### src/rtl/aes_round_ctrl.sv
// aes_round_ctrl: steps an iterative AES-128 datapath through INIT, ten KSUB/SUB/MIX rounds and DONE
module aes_round_ctrl #(
    parameter int SBOX_COLS = 1
) (
    input  logic       clk,
    input  logic       rst,
    input  logic       load,
    output logic       busy,
    output logic       done,
    output logic       init_we,
    output logic       sbox_sel,
    output logic [1:0] col_sel,
    output logic       ksub_we,
    output logic       sub_we,
    output logic       round_we,
    output logic       key_we,
    output logic       last_round,
    output logic [3:0] round,
    output logic [7:0] rcon
);
    typedef enum logic [2:0] {IDLE, INIT, KSUB, SUB, MIX, DONE} state_t;
    localparam logic [1:0] STEP = 2'(SBOX_COLS);
    localparam logic [1:0] LAST_COL = 2'(4 - SBOX_COLS);
    if (SBOX_COLS != 1 && SBOX_COLS != 2 && SBOX_COLS != 4) begin : g_bad_cols
        $error("SBOX_COLS must be 1, 2 or 4");
    end
    state_t     r_state, w_state;
    logic [3:0] r_round, w_round;
    logic [7:0] r_rcon, w_rcon;
    logic [1:0] r_col, w_col;
    logic       r_load_q;
    logic       w_start;
    logic [7:0] w_xtime;
    assign w_start = r_load_q & ~load;
    assign w_xtime = {r_rcon[6:0], 1'b0} ^ (r_rcon[7] ? 8'h1b : 8'h00);
    always_ff @(posedge clk or negedge rst) begin
        if (!rst) begin
            r_state  <= IDLE;
            r_round  <= '0;
            r_rcon   <= '0;
            r_col    <= '0;
            r_load_q <= 1'b0;
        end else begin
            r_state  <= w_state;
            r_round  <= w_round;
            r_rcon   <= w_rcon;
            r_col    <= w_col;
            r_load_q <= load;
        end
    end
    always_comb begin
        w_state = r_state;
        w_round = r_round;
        w_rcon  = r_rcon;
        w_col   = r_col;
        case (r_state)
            IDLE, DONE: if (w_start) begin
                w_state = INIT;
                w_round = '0;
                w_rcon  = '0;
            end
            INIT: begin
                w_state = KSUB;
                w_round = 4'd1;
                w_rcon  = 8'h01;
            end
            KSUB: begin
                w_state = SUB;
                w_col   = '0;
            end
            SUB: begin
                w_col   = r_col + STEP;
                w_state = (r_col == LAST_COL) ? MIX : SUB;
            end
            MIX: if (r_round == 4'd10) w_state = DONE;
            else begin
                w_state = KSUB;
                w_round = r_round + 4'd1;
                w_rcon  = w_xtime;
            end
            default: w_state = IDLE;
        endcase
        // load while running aborts; load in DONE acknowledges the result
        if (load && r_state != IDLE) begin
            w_state = IDLE;
            w_round = '0;
            w_rcon  = '0;
            w_col   = '0;
        end
    end
    assign busy       = r_state inside {INIT, KSUB, SUB, MIX};
    assign done       = r_state == DONE;
    assign init_we    = r_state == INIT;
    assign ksub_we    = r_state == KSUB;
    assign sbox_sel   = r_state == SUB;
    assign sub_we     = r_state == SUB;
    assign col_sel    = (r_state == SUB) ? r_col : 2'd0;
    assign round_we   = r_state == MIX;
    assign key_we     = r_state == MIX;
    assign last_round = (r_state == MIX) && (r_round == 4'd10);
    assign round      = r_round;
    assign rcon       = r_rcon;
endmodule

### config.mk
export PLATFORM = sky130hd
export DESIGN_NAME = aes_round_ctrl
export DESIGN_NICKNAME = d
export VERILOG_FILES = /design/src/rtl/aes_round_ctrl.sv
export SDC_FILE = /design/constraint.sdc
export NUM_CORES = 1
export LEC_CHECK = 0
export CAP_MARGIN = 10
export CORE_ASPECT_RATIO = 0.6
export CORE_MARGIN = 10
export CORE_UTILIZATION = 48
export CTS_CLUSTER_DIAMETER = 50
export DETAILED_ROUTE_END_ITERATION = 8
export PLACE_DENSITY = 0.78
export SLEW_MARGIN = 20
export SYNTH_ARGS = -nofsm -noshare
export SYNTH_HDL_FRONTEND = slang
export SYNTH_SLANG_ARGS = --single-unit
### constraint.sdc
create_clock -name clk -period 1.9 [get_ports clk]
set_input_delay 0.38 -clock clk [delete_from_list [all_inputs] [get_ports clk]]
set_output_delay 0.38 -clock clk [all_outputs]
set_load 0.01 [all_outputs]
==> results.sh, run 1 <==
export IMPL_root_buffer="clkbuf_8"
export IMPL_syn_nets=120
export IMPL_ir_drop_uv=430
export IMPL_area_growth_pct=40.9
export IMPL_num_antenna_cells=0
export IMPL_reg2reg_slack_ns=0.06
export IMPL_dp_cells=177
export IMPL_drt_wl_total_mm=2.88
export IMPL_final_period_utilization_pct=96.7
export IMPL_pwr_share_seq_pct=45.3
export IMPL_p_leak_uw=0.000730
export IMPL_track_usage_pct=12.4
export IMPL_power_internal_uw=686
export IMPL_drive_above_1_share_pct=24.8
export IMPL_grt_overflow=0
export IMPL_dp_hpwl_mm=2.19
export IMPL_setup_tns_final_ns=0
export IMPL_core_area_sq_um=2150
export IMPL_globalplace_congestion=0.790
export IMPL_final_cells=183
export IMPL_cts_sinks=18
export IMPL_dieWidth_um=81.1
export IMPL_clkSlewWorstSetupHoldPaths_ns=0.07
export IMPL_critPathMaxFanout=7
export IMPL_critPathLaunchType="flip-flop"
export IMPL_synth_area_leaders="dfrtp_1, mux2i_1, nor2_1"
export IMPL_drt_initial_drc_count=100
export IMPL_synth_top_area_cell="dfrtp_1"
export IMPL_die_h_um=56.6
export IMPL_critPathMaxStageDelay_ns=0.48
export IMPL_hold_violations=0
export IMPL_status="completed"
export IMPL_syn_inst=114
export IMPL_worst_ep_required_time_ns=2.06
export IMPL_nFillCells=164
export IMPL_syn_area_sq_um=1070
export IMPL_cts_buffers=3
export IMPL_clockPowerShare_pct=33.2
export IMPL_synth_cell_type_count=33
export IMPL_final_setup_viol_count=0
export IMPL_multi_input_area_sq_um=558
export IMPL_rows=13
export IMPL_drv_slew=0
export IMPL_cts_tree="built"
export IMPL_seq_area_sq_um=453
export IMPL_ys_seq_area_share_pct=42.0
export IMPL_max_slew_margin_rel_pct=84.0
export IMPL_vias=964
export IMPL_ant_nets=0
export IMPL_nets=160
export IMPL_worstMarginPinSlew_ns=0.240
export IMPL_min_period_ns=1.84
export IMPL_p_sw_uw=241
export IMPL_synth_seq_cells=18
export IMPL_path_class="flip-flop to flip-flop"
export IMPL_syn_avg_cell_area_sq_um=9.42
export IMPL_die_area_sq_um=4590
export IMPL_start_util_pct=50.0
export IMPL_finish_instance_area_sq_um=1510
export IMPL_fmax_mhz=544
export IMPL_cts_max_level=1
export IMPL_hp_class="input port to asynchronous set/reset pin"
export IMPL_grt_start_max_net_pins=19
export IMPL_clockBufferDepth=2
export IMPL_async_reset_ff_share_pct=100
export IMPL_final_setup_skew_ns=0.00400
export IMPL_antenna_found_initial=0
export IMPL_synth_edf_count=0
export IMPL_numPortBuffers=25
export IMPL_synthTopCellsByCount="dfrtp_1, nor2_1, inv_1"
export IMPL_worstPathArrival_ns=2.00
export IMPL_synthFlopType="dfrtp_1"
export IMPL_drt_wirelength_per_cell_um=15.7
export IMPL_rsz0062_at_grt="false"
export IMPL_num_io_pins=26
export IMPL_synth_top_cell_area_share_pct=42.0
export IMPL_grt_pass1_vias=977
export IMPL_setup_slack_ns=0.0618
export IMPL_powerDensity_nw_per_um2=613
export IMPL_viasPerCell=5.27
export IMPL_crit_slowest_cell="dfrtp_2"
export IMPL_crit_chain="buf_4 -> buf_4 -> nand2b_4 -> or3_1 -> or3_1 -> o211ai_1"
export IMPL_dpl_instance_area_sq_um=1420
export IMPL_pre_cts_ws_ns=-0.154
export IMPL_yosysMostFrequentCell="dfrtp_1"
export IMPL_crit_path_end_kind="flip-flop"
export IMPL_insertion_delay_ns=0.25
export IMPL_maxCapViolations=0
export IMPL_grt_pass1_wl_mm=4.61
export IMPL_yosys_warnings=0
export IMPL_drcViolationCount=0
export IMPL_share_comb_of_total_power_pct=21.5
export IMPL_postCtsHoldBufs=0
export IMPL_firstDrtPassIters=4
export IMPL_swShare_pct=26.0
[power by group through the flow]
stage | Combinational (uW) | Sequential, uW | Clock [uW]
global route | 217 | 421 | 335
global placement | 181 | 420 | 0
floorplan | 110 | 420 | 0
CTS | 191 | 419 | 318
finish | 200 | 420 | 307
detailed placement | 187 | 422 | 0
[critical path: cells and delay by family (launching register included)]
kind / cells / cell delay [ns]
compound gates: 1 / 0.10
buf+inv: 2 / 0.29
flops: 1 / 0.48
simple gates: 3 / 0.88
[cell usage in the layout, fill, tap and decap left out, types with 2 or more instances in the layout]
cell type / synthesis / layout
clkdlybuf4s50_1: 0 / 14
nor2b_1: 3 / 2
and3_1: 3 / 3
dfrtp_1: 18 / 16
mux2_4: 2 / 2
buf_4: 2 / 16
o211ai_1: 2 / 2
dlygate4sd2_1: 0 / 9
a21oi_1: 4 / 4
o21ai_0: 8 / 8
nand3_1: 2 / 2
nor3_1: 4 / 3
or3_1: 4 / 4
inv_1: 11 / 11
nand2_1: 6 / 6
ha_1: 3 / 2
nand2b_4: 1 / 2
mux2i_1: 5 / 5
dfrtp_2: 0 / 2
mux2_2: 3 / 3
clkbuf_8: 0 / 4
xnor2_1: 4 / 4
nor2_1: 12 / 11
[flip-flops by register name (all words and copies together), names as in the netlist]
register / cells
r_col: 2
r_load_q: 1
round: 4
r_state: 3
rcon: 8
[metal layers]
layer	vias to the layer above	wire, um	track usage [%]
met5	-	0	0
met4	0	39	2.95
li1	469	-	-
met2	37	1440	21.6
met1	452	1240	14.5
met3	6	155	3.81
[repair_timing]
item	in CTS	in global routing
resized for setup	20	5
setup endpoints to repair	11	10
setup buffers	1	1
pin swaps	0	0
[kinds of logic (layout without fill, tap and decap cells)]
logic type	Yosys count	in the layout	share of synthesized area (%)
AO/OA/AOI/OAI	21	21	12.6
XOR/XNOR	4	4	3.26
adder cells (fa/ha/maj)	3	3	3.50
buffers and inverters	18	57	8.62
flip-flops	18	18	42.0
multiplexers	10	10	10.6
AND/OR/NAND/NOR	40	40	19.5
[per-stage QoR]
stage / power [uW] / util, % / hold WS (ns)
3_5_place_dp: 609 / 66.3 / 0.528
2_1_floorplan: 530 / - / 0.0844
3_3_place_gp: 601 / 66.3 / 0.515
6_report: 927 / 70.5 / 0.453
5_1_grt: 973 / 70.5 / 0.486
4_1_cts: 928 / 70.0 / 0.458
[path summary, 6_finish.rpt]
check                            from    endpoint  cells past startpoint
setup reg to reg           r_state[0]    round[3]                      6
hold reg to reg               rcon[1]     rcon[1]                      1
setup / recovery           r_state[0]    round[3]                      6
max in group asynchronous         rst  r_state[1]                      2
min in group clk              rcon[1]     rcon[1]                      1
hold / removal                    rst     rcon[6]                      2
[layout make-up]
type / count / area share (%)
inverter: 11 / 2.73
timing repair buffer: 42 / 24.3
clock buffer: 4 / 3.64
tap: 30 / 2.48
multi-input combinational: 78 / 36.9
sequential: 18 / 29.9
Power figures use the tool's default switching activity.
==> inputs of run 2 (changes only) <==
Clock period 1.9 ns to 1.8 ns, I/O delays scaled along.
==> run 2 against run 1 <==
Total power rose by 8.8%. Largest power group unchanged. Cell area rose by 4.5%. Critical path type is now flip-flop to output port. Highest routed layer unchanged. Global-route usage rose by 1.6 points. Utilization rose by 3.1 points. Sequential power rose by 4.8%. Sequential share of layout area fell by 1.3 points.
==> results.sh, run 2 (synthesis gave the netlist of run 1 again) <==
export IMPL_core_area_sq_um=2150
export IMPL_wl_met2_mm=1.64
export IMPL_drv_slew=0
export IMPL_antenna_found_initial=0
export IMPL_worstMarginPinSlew_ns=0.239
export IMPL_maxCapViolations=0
export IMPL_reg2reg_slack_ns=0.04
export IMPL_clkSlewWorstSetupHoldPaths_ns=0.07
export IMPL_grt_overflow=0
export IMPL_drt_wirelength_per_cell_um=17.3
export IMPL_viasPerCell=5.56
export IMPL_grt_pass1_vias=1038
export IMPL_met1_length_mm=1.32
export IMPL_drt_wl_total_mm=3.24
export IMPL_num_io_pins=26
export IMPL_regToRegStartpoint="r_state[0]"
export IMPL_grt_start_max_net_pins=19
export IMPL_final_cell_mix="buf_4, dfrtp_1, clkdlybuf4s50_1"
export IMPL_final_period_utilization_pct=98.3
export IMPL_pre_cts_ws_ns=-0.222
export IMPL_critPathLaunchType="flip-flop"
export IMPL_final_setup_viol_count=0
export IMPL_crit_start="round[0]"
export IMPL_crit_path_end_kind="output port"
export IMPL_grt_pass1_wl_mm=5.09
export IMPL_worstPathArrival_ns=1.41
export IMPL_route_met3_wl_um=233
export IMPL_hold_violations=0
export IMPL_largest_reg_flops=8
export IMPL_p_leak_uw=0.000828
export IMPL_critPathMaxFanout=2
export IMPL_area_growth_pct=47.2
export IMPL_highest_layer="met4"
export IMPL_cts_max_level=1
export IMPL_ant_nets=0
export IMPL_hp_class="input port to asynchronous set/reset pin"
export IMPL_numPortBuffers=25
export IMPL_rows=13
export IMPL_vias=1039
export IMPL_drt_initial_drc_count=82
export IMPL_start_util_pct=50.0
export IMPL_track_usage_pct=14.1
export IMPL_num_antenna_cells=0
export IMPL_globalplace_congestion=0.803
export IMPL_ir_drop_uv=607
export IMPL_worst_ep_required_time_ns=1.44
export IMPL_min_period_ns=1.77
export IMPL_dp_hpwl_mm=2.34
export IMPL_cts_sinks=18
export IMPL_fmax_mhz=565
export IMPL_nets=164
export IMPL_dpl_instance_area_sq_um=1430
export IMPL_firstDrtPassIters=4
export IMPL_status="completed"
export IMPL_insertion_delay_ns=0.26
export IMPL_final_setup_skew_ns=0.00270
export IMPL_root_buffer="clkbuf_8"
export IMPL_mostFrequentLayoutCell="buf_4"
export IMPL_clockBufferDepth=2
export IMPL_die_area_sq_um=4590
export IMPL_die_h_um=56.6
export IMPL_path_class="flip-flop to output port"
export IMPL_r2r_cells=6
export IMPL_finalPower_uw=1010
export IMPL_max_slew_margin_rel_pct=84.1
export IMPL_finish_instance_area_sq_um=1580
export IMPL_powerDensity_nw_per_um2=638
export IMPL_postCtsHoldBufs=0
export IMPL_drive_above_1_share_pct=28.7
export IMPL_r2r_end="round[3]"
export IMPL_setup_slack_ns=0.0298
export IMPL_cts_tree="built"
export IMPL_dieWidth_um=81.1
export IMPL_drcViolationCount=0
export IMPL_cts_buffers=3
[run 2: changes by cell type in the layout (fill, tap and decap cells not counted), sizes merged]
cell,change
dlymetal6s2s,+6
clkbuf,+1
buf,+4
dlygate4sd2,-7
[run 2: per-layer routing]
metal,global-route usage (%),vias up
met3,4.92,4
met4,4.67,0
met5,0,-
li1,-,475
met1,16.2,521
met2,23.4,39
[run 2: worst max-delay path by stage]
stage                 end  depth (start not counted)  slack [ns]
3_5_place_dp     round[2]                          6       -0.22
3_3_place_gp      rcon[0]                          6       -0.15
2_1_floorplan     rcon[3]                          7        0.08
4_1_cts        col_sel[0]                          3       -0.20
6_report       last_round                          5        0.03
5_1_grt        last_round                          5       -0.02
[run 2: timing repair]
| action | 4_1_cts | 5_1_grt |
|---|---|---|
| buffers inserted | 1 | 4 |
| resized for setup | 12 | 19 |
| endpoints found under the hold margin | 0 | 0 |
| setup endpoints to repair | 22 | 19 |
| pin swaps | 2 | 3 |
[run 2: layout make-up]
| class | count | area [sq um] |
|---|---|---|
| clock buffers | 4 | 55.1 |
| repair buffers | 46 | 413 |
| multi-input cells | 78 | 581 |
| inverters | 11 | 41.3 |
| well taps | 30 | 37.5 |
| fillers | 159 | 567 |
| flip-flops and latches | 18 | 453 |
[run 2: critical path, cell delays in order (launching register included)]
cell and delay, ns:
dfrtp_1 0.40, inv_2 0.09, ha_4 0.14, and3b_2 0.21
and3_1 0.17, buf_2 0.14
[run 2: through the flow]
| stage | hold WS, ns | std cells | util (%) | TNS [ns] |
|---|---|---|---|---|
| after global routing | 0.448 | 187 | 73.6 | -0.0342 |
| final | 0.430 | 187 | 73.6 | 0 |
| after detailed placement | 0.534 | 178 | 66.6 | -2.42 |
| after global placement | 0.515 | 178 | 66.6 | -1.70 |
| after CTS | 0.442 | 183 | 69.6 | -1.31 |
| after floorplan | 0.0644 | 114 | - | 0 |
[run 2: power by group]
group          switching [uW]  total, uW  internal, uW
Clock                     144        338           195
Sequential               19.3        440           421
Combinational             111        230           118
Total                     274       1010           734
